<file path="config.mk">
export PLATFORM = sky130hd
export DESIGN_NAME = demux_4_32_fifo
export DESIGN_NICKNAME = d
export VERILOG_FILES = /design/src/rtl/demux_4_32_fifo.sv
export SDC_FILE = /design/constraint.sdc
export NUM_CORES = 1
export LEC_CHECK = 0
export CORE_MARGIN = 2
export CORE_UTILIZATION = 53
export CTS_CLUSTER_SIZE = 25
export DETAILED_ROUTE_END_ITERATION = 16
export GPL_TIMING_DRIVEN = 0
export PLACE_DENSITY_LB_ADDON = 0.25
export SKIP_CTS_REPAIR_TIMING = 1
export SLEW_MARGIN = 0
export SYNTH_ARGS = -nofsm -noshare
export SYNTH_HDL_FRONTEND = slang
export SYNTH_SLANG_ARGS = --single-unit
</file>
<file path="constraint.sdc">
create_clock -name clk -period 4.7 [get_ports clk]
set_input_delay 0.94 -clock clk [delete_from_list [all_inputs] [get_ports clk]]
set_output_delay 0.94 -clock clk [all_outputs]
set_load 0.005 [all_outputs]
</file>
<file path="src/rtl/demux_4_32_fifo.sv">
// demux_4_32_fifo
//   Buffered 1-to-4 demultiplexer for 32-bit words. Each accepted input word
//   is queued in the FIFO of the lane chosen by in_sel. Each lane drains
//   independently, so a stalled consumer only blocks words addressed to it.
//   A synchronous flush empties every lane.
//
// Ports
//   clk                 single clock, rising edge
//   rst_n               asynchronous active-low reset
//   flush               synchronous clear of all lanes (beats push/pop)
//   in_valid/in_ready   producer handshake; in_ready reflects selected lane
//   in_sel[1:0]         destination lane
//   in_data[31:0]       payload
//   out_valid[3:0]      bit i: lane i non-empty
//   out_ready[3:0]      bit i: consumer i takes head word
//   out_data0..3        head word of each lane, 0 when the lane is empty
//   busy                any lane non-empty
module demux_4_32_fifo #(
  parameter int unsigned DEPTH = 2
) (
  input  logic        clk,
  input  logic        rst_n,
  input  logic        flush,
  input  logic        in_valid,
  output logic        in_ready,
  input  logic [1:0]  in_sel,
  input  logic [31:0] in_data,
  output logic [3:0]  out_valid,
  input  logic [3:0]  out_ready,
  output logic [31:0] out_data0,
  output logic [31:0] out_data1,
  output logic [31:0] out_data2,
  output logic [31:0] out_data3,
  output logic        busy
);

  localparam int unsigned AW = $clog2(DEPTH);
  localparam int unsigned CW = AW + 1;
  localparam logic [CW-1:0] FULL = CW'(DEPTH);

  logic [31:0]   mem_q    [4][DEPTH];
  logic [AW-1:0] wr_ptr_q [4];
  logic [AW-1:0] wr_ptr_d [4];
  logic [AW-1:0] rd_ptr_q [4];
  logic [AW-1:0] rd_ptr_d [4];
  logic [CW-1:0] count_q  [4];
  logic [CW-1:0] count_d  [4];
  logic [31:0]   head     [4];
  logic [3:0]    pop;
  logic [3:0]    push_lane;
  logic          push;

  // Readiness depends only on the selected lane's occupancy; a full lane
  // never passes a word through even if its consumer pops this cycle.
  assign in_ready = !flush && (count_q[in_sel] != FULL);
  assign push     = in_valid && in_ready;

  always_comb begin
    out_valid = '0;
    pop       = '0;
    push_lane = '0;
    for (int unsigned i = 0; i < 4; i++) begin
      out_valid[i] = (count_q[i] != '0);
      pop[i]       = (count_q[i] != '0) && out_ready[i];
      push_lane[i] = push && (in_sel == 2'(i));
      head[i]      = (count_q[i] != '0) ? mem_q[i][rd_ptr_q[i]] : '0;
    end
  end

  always_comb begin
    for (int unsigned i = 0; i < 4; i++) begin
      wr_ptr_d[i] = wr_ptr_q[i];
      rd_ptr_d[i] = rd_ptr_q[i];
      count_d[i]  = count_q[i];
      if (push_lane[i]) wr_ptr_d[i] = wr_ptr_q[i] + 1'b1;
      if (pop[i])       rd_ptr_d[i] = rd_ptr_q[i] + 1'b1;
      case ({push_lane[i], pop[i]})
        2'b10:   count_d[i] = count_q[i] + 1'b1;
        2'b01:   count_d[i] = count_q[i] - 1'b1;
        default: count_d[i] = count_q[i];
      endcase
      if (flush) begin
        wr_ptr_d[i] = '0;
        rd_ptr_d[i] = '0;
        count_d[i]  = '0;
      end
    end
  end

  always_ff @(posedge clk or negedge rst_n) begin
    if (!rst_n) begin
      for (int unsigned i = 0; i < 4; i++) begin
        wr_ptr_q[i] <= '0;
        rd_ptr_q[i] <= '0;
        count_q[i]  <= '0;
      end
    end else begin
      for (int unsigned i = 0; i < 4; i++) begin
        wr_ptr_q[i] <= wr_ptr_d[i];
        rd_ptr_q[i] <= rd_ptr_d[i];
        count_q[i]  <= count_d[i];
      end
    end
  end

  // Storage is not reset; contents are only observed through count != 0.
  always_ff @(posedge clk) begin
    if (push) mem_q[in_sel][wr_ptr_q[in_sel]] <= in_data;
  end

  assign out_data0 = head[0];
  assign out_data1 = head[1];
  assign out_data2 = head[2];
  assign out_data3 = head[3];
  assign busy      = |out_valid;

endmodule

</file>
==> results of run 1 <==
## flip-flops by register name, summed over array words and instances (netlist names)
name / cells
mem_q: 256
count_q: 8
rd_ptr_q: 4
wr_ptr_q: 4
## per-stage QoR
stage | power [mW] | instance area [um2] | std cells
2_1_floorplan | 2.87 | 10600 | 654
3_3_place_gp | 3.06 | 12700 | 1093
3_5_place_dp | 3.08 | 12900 | 1104
4_1_cts | 5.11 | 13800 | 1154
5_1_grt | 5.23 | 13800 | 1154
6_report | 5.08 | 13800 | 1154
## cell families (layout without fill, tap and decap cells)
| group | count (synthesis) | count (layout) | share of synthesized area |
|---|---|---|---|
| buf+inv | 40 | 275 | 0.0164 |
| mux | 131 | 131 | 0.126 |
| compound gates | 24 | 24 | 0.0149 |
| simple gates | 182 | 182 | 0.0781 |
| flops | 272 | 272 | 0.761 |
| xor+xnor | 5 | 5 | 0.00412 |
## worst min-delay path by stage
stage | from | end | cells past startpoint
2_1_floorplan | wr_ptr_q[0] | wr_ptr_q[0] | 2
3_3_place_gp | wr_ptr_q[2] | wr_ptr_q[2] | 2
3_5_place_dp | wr_ptr_q[2] | wr_ptr_q[2] | 2
4_1_cts | wr_ptr_q[2] | wr_ptr_q[2] | 2
5_1_grt | wr_ptr_q[2] | wr_ptr_q[2] | 2
6_report | wr_ptr_q[2] | wr_ptr_q[2] | 2
## final cells by class
type | instances | area (um2) | share of cell area
clock inverter | 21 | 174 | 0.0126
sequential | 272 | 8090 | 0.587
timing repair buffer | 185 | 1930 | 0.140
multi-input combinational | 342 | 2400 | 0.174
buffer | 33 | 148 | 0.0107
clock buffer | 29 | 683 | 0.0496
inverter | 7 | 26.3 | 0.00191
tap | 265 | 332 | 0.0241
## report_power, final
part / switching (mW) / total, mW / leakage [nW] / internal (mW)
clock: 0.886 / 2.05 / 0.402 / 1.17
sequential: 0.00948 / 2.69 / 2.53 / 2.68
combinational: 0.179 / 0.337 / 1.48 / 0.158
total: 1.07 / 5.08 / 4.42 / 4.01
## critical path, stage by stage (launching register included)
cell	delay, ps
dfrtp_1	370
clkbuf_1	170
nor2_1	620
clkbuf_1	650
nor2_1	170
clkdlybuf4s50_1	490
## Yosys cell counts (4+ instances only)
library cell  number
nor2_1           141
nor2b_1            9
inv_1              7
o21ai_0            5
clkbuf_1          18
buf_2             13
xor2_1             4
edfxtp_1         256
a31oi_1            4
mux2i_1          129
a21oi_1            6
nand2_1            5
nand2b_1           4
dfrtp_1           16
## per-layer routing
layer,share of wire,global-route usage,vias to the layer above
met2,0.50,0.408,284
met5,0,0,-
met1,0.40,0.305,3110
met3,0.071,0.0320,37
met4,0.023,0.0691,0
li1,-,-,2860
==> impl_metrics.toml, run 1 <==
[sta]
tns_ps = 0
setup_slack_ps = 776
fmax_mhz = 255
setup_viol = 0
hold_viol_final = 0
worst_slew_pin_slew_ps = 946
grt_setup_unrepaired = "false"
whs_ps = 551
slew_headroom = 0.369
drv_slew = 0
fin_skew_ps = 15.0
min_period_ps = 3920
period_share = 0.835

[route]
avgViaCountPerCell = 5.45
wl_per_cell_um = 21.6
vias = 6291
ant_nets = 0
wl_um = 24900
drt_iter0_markers = 506
drc = 0
drt-pass1-iter-count = 5

[finish]
fill_cells = 1280
final_cell_mix = "edfxtp_1, clkdlybuf4s50_1, nor2_1, mux2i_1, clkbuf_16"
drive_above_1_share = 0.0934
nets = 910
postLayoutCoreUtil = 0.704
n_antenna_cell = 0
final_common_cell = "edfxtp_1"
area_growth_pct = 29.6

[placement]
place_congestion = 0.772
io_buffers = 174
preCtsSetupSlack_ps = 947
dp_hpwl_um = 16300

[global_route]
antenna_found_initial = 0
grt_pass1_vias = 6433
grt.total_usage = 0.232
grt_max_degree = 34
overflow = 0
grt_pass1_wl_um = 37200

[synthesis]
syn_nets = 696
ys_warn_count = 0
synth-seq-cells = 272
ys.flop_type = "edfxtp_1"
ys_async_sr_fraction = 0.0588
avgSynthCellArea_um2 = 16.3
yosysTopAreaCell = "edfxtp_1"
ys_seq_area_frac = 0.761
synth_edf_count = 256
synth.top_cells.by_area = "edfxtp_1, mux2i_1, nor2_1"
synth_cell_type_count = 39
synth_area_um2 = 10600
synth_top_area_share = 0.723
synthesis.instances = 654

[die]
die-area_um2 = 21200
initial_core_util = 0.543
die_h_um = 146
num_rows = 51
fp.dieW_um = 146
core_um2 = 19600
ios = 176

[critical_path]
critPathCapture = "out_data3[20]"
rr_worst_depth = 3
cp-end-kind = "output port"
cp_max_fo = 10
r2r_setup_slack_ps = 2520
cp.required_ps = 3760
critPathKind = "reg -> out"
startpoint = "count_q[0]"
critPathArrivalTime_ps = 2980
rr_endpoint = "mem_q[3][51]"
critPathLaunchType = "flip-flop"
reg2reg_from = "wr_ptr_q[3]"

[worst_hold_path]
hold_path_class = "reg -> reg"

[clocking]
cts_root_buf = "clkbuf_16"
cts.sinks = 272
tritoncts = "done"
htree_num_levels = 1
cts.clk_slew.worst_paths_ps = 70
clock_latency_ps = 530
numCtsBuffers = 27
clk_path_buf_depth = 3

[outcome]
status = "finished clean"

[power]
ir_worst_vdd_mv = 0.310
power_leakage_nw = 4.42
p_per_area_nw_per_um2 = 369

[job]
maxCapViolCount = 0
(Power assumes the default switching activity.)
==> run 2, diff against run 1 <==
==> constraint.sdc (replaced) <==
create_clock -name clk -period 3.96 [get_ports clk]
set_input_delay 0.792 -clock clk [delete_from_list [all_inputs] [get_ports clk]]
set_output_delay 0.792 -clock clk [all_outputs]
set_load 0.005 [all_outputs]
==> impl_metrics.toml, run 2 (synthesis results as in run 1) <==
[sta]
fin_skew_ps = 12.8
setup_viol = 0
min_period_ps = 3760
slew_headroom = 0.371
setup_slack_ps = 205
fmax_mhz = 266
period_share = 0.948
hold_viol_final = 0
drv_slew = 0
worst_slew_pin_slew_ps = 943
grt_setup_unrepaired = "false"

[finish]
drive_above_1_share = 0.0856
postLayoutCoreUtil = 0.705
nets = 909
largest_register_ffs = 256
n_antenna_cell = 0
area_growth_pct = 29.9
final_cell_mix = "edfxtp_1, clkdlybuf4s50_1, nor2_1, mux2i_1, clkbuf_16"
final_common_cell = "edfxtp_1"
fin_cells = 1153

[critical_path]
cp.required_ps = 3170
critPathLaunchType = "flip-flop"
cp-end-kind = "output port"
critPathKind = "reg -> out"
cp_max_fo = 10
critPathArrivalTime_ps = 2960

[clocking]
cts_root_buf = "clkbuf_16"
numCtsBuffers = 27
cts.sinks = 272
clk_path_buf_depth = 3
tritoncts = "done"
clock_latency_ps = 530
htree_num_levels = 1
cts.clk_slew.worst_paths_ps = 70

[route]
wl_per_cell_um = 21.8
drt_iter0_markers = 382
ant_nets = 0
wl_um = 25200
vias = 6308
drt-pass1-iter-count = 5
drc = 0
avgViaCountPerCell = 5.47

[die]
initial_core_util = 0.543
fp.dieW_um = 146
die_h_um = 146
ios = 176
core_um2 = 19600
die-area_um2 = 21200
num_rows = 51

[global_route]
grt_pass1_vias = 6619
antenna_found_initial = 0
overflow = 0
grt_pass1_wl_um = 38400
grt_max_degree = 34
grt.total_usage = 0.239

[placement]
post-place-cells = 1103
dp_hpwl_um = 16600
io_buffers = 174
place_congestion = 0.772
preCtsSetupSlack_ps = 500

[job]
maxCapViolCount = 0

[power]
p_per_area_nw_per_um2 = 439
power_leakage_nw = 4.44
ir_worst_vdd_mv = 0.375

[worst_hold_path]
hold_path_class = "reg -> reg"

[outcome]
status = "finished clean"
==> run 2: changes by cell type in the layout (fill, tap and decap cells not counted), moves of 2 or more <==
cell        before  now
buf_6            5    3
clkbuf_1        20   22
clkinv_1         6   10
clkinvlp_4       6    1
buf_12           3    1
buf_16           2    5
==> run 2: where the power goes <==
group | internal, mW | total (mW) | leakage (nW) | switching, mW
clock network | 1.44 | 2.47 | 0.416 | 1.03
logic | 0.188 | 0.400 | 1.49 | 0.212
registers | 3.18 | 3.19 | 2.53 | 0.0113
==> run 2: worst paths after layout <==
path | startpoint | cells past startpoint | to | slack, ps
worst min register to register | wr_ptr_q[1] | 2 | wr_ptr_q[1] | 560
worst max-delay path | count_q[6] | 4 | out_data0[7] | 200
worst max register to register | wr_ptr_q[3] | 4 | mem_q[3][51] | 1460
max in group asynchronous | rst_n | 1 | count_q[1] | 2750
min in group asynchronous | rst_n | 1 | count_q[6] | 710
worst min-delay path | wr_ptr_q[1] | 2 | wr_ptr_q[1] | 560
==> run 2: final cells by class <==
type	count	area, um2
Inverter	7	26.3
Clock inverter	19	164
Fill cell	1308	5780
Buffer	33	148
Sequential cell	272	8090
Multi-Input combinational cell	342	2410
Clock buffer	31	691
Timing Repair Buffer	184	1950
Tap cell	265	332
==> run 2: through the flow <==
| step | hold WS, ps | cell area [um2] | setup TNS, ps | total power [mW] |
|---|---|---|---|---|
| after floorplan | 488 | 10600 | 0 | 3.41 |
| after global placement | 514 | 12700 | -131690 | 3.63 |
| after detailed placement | 543 | 13000 | 0 | 3.66 |
| after CTS | 552 | 13800 | 0 | 6.09 |
| after global routing | 585 | 13800 | 0 | 6.25 |
| final | 564 | 13800 | 0 | 6.06 |
==> run 2: worst max-delay path, cell delays in order (launching register included) <==
cell and delay [ps]:
dfrtp_1 450, nor2_1 740, clkbuf_1 570, nor2_1 180
clkdlybuf4s50_1 500
==> run 2: per-layer routing <==
metal  share of wire  global-route usage
met1            0.41               0.312
met2            0.50               0.416
met3           0.066              0.0423
met4           0.022              0.0652
met5               0                   0
==> run 3, diff against run 2 <==
--- a/config.mk
+++ b/config.mk
@@ -5,6 +5,7 @@
 export SDC_FILE = /design/constraint.sdc
 export NUM_CORES = 1
 export LEC_CHECK = 0
+export ABC_CLOCK_PERIOD_IN_PS = 3960
 export CORE_MARGIN = 2
 export CORE_UTILIZATION = 53
 export CTS_CLUSTER_SIZE = 25
==> results of run 3 <==
Same layout as run 2: the final DEF is identical, and so are final timing and power.
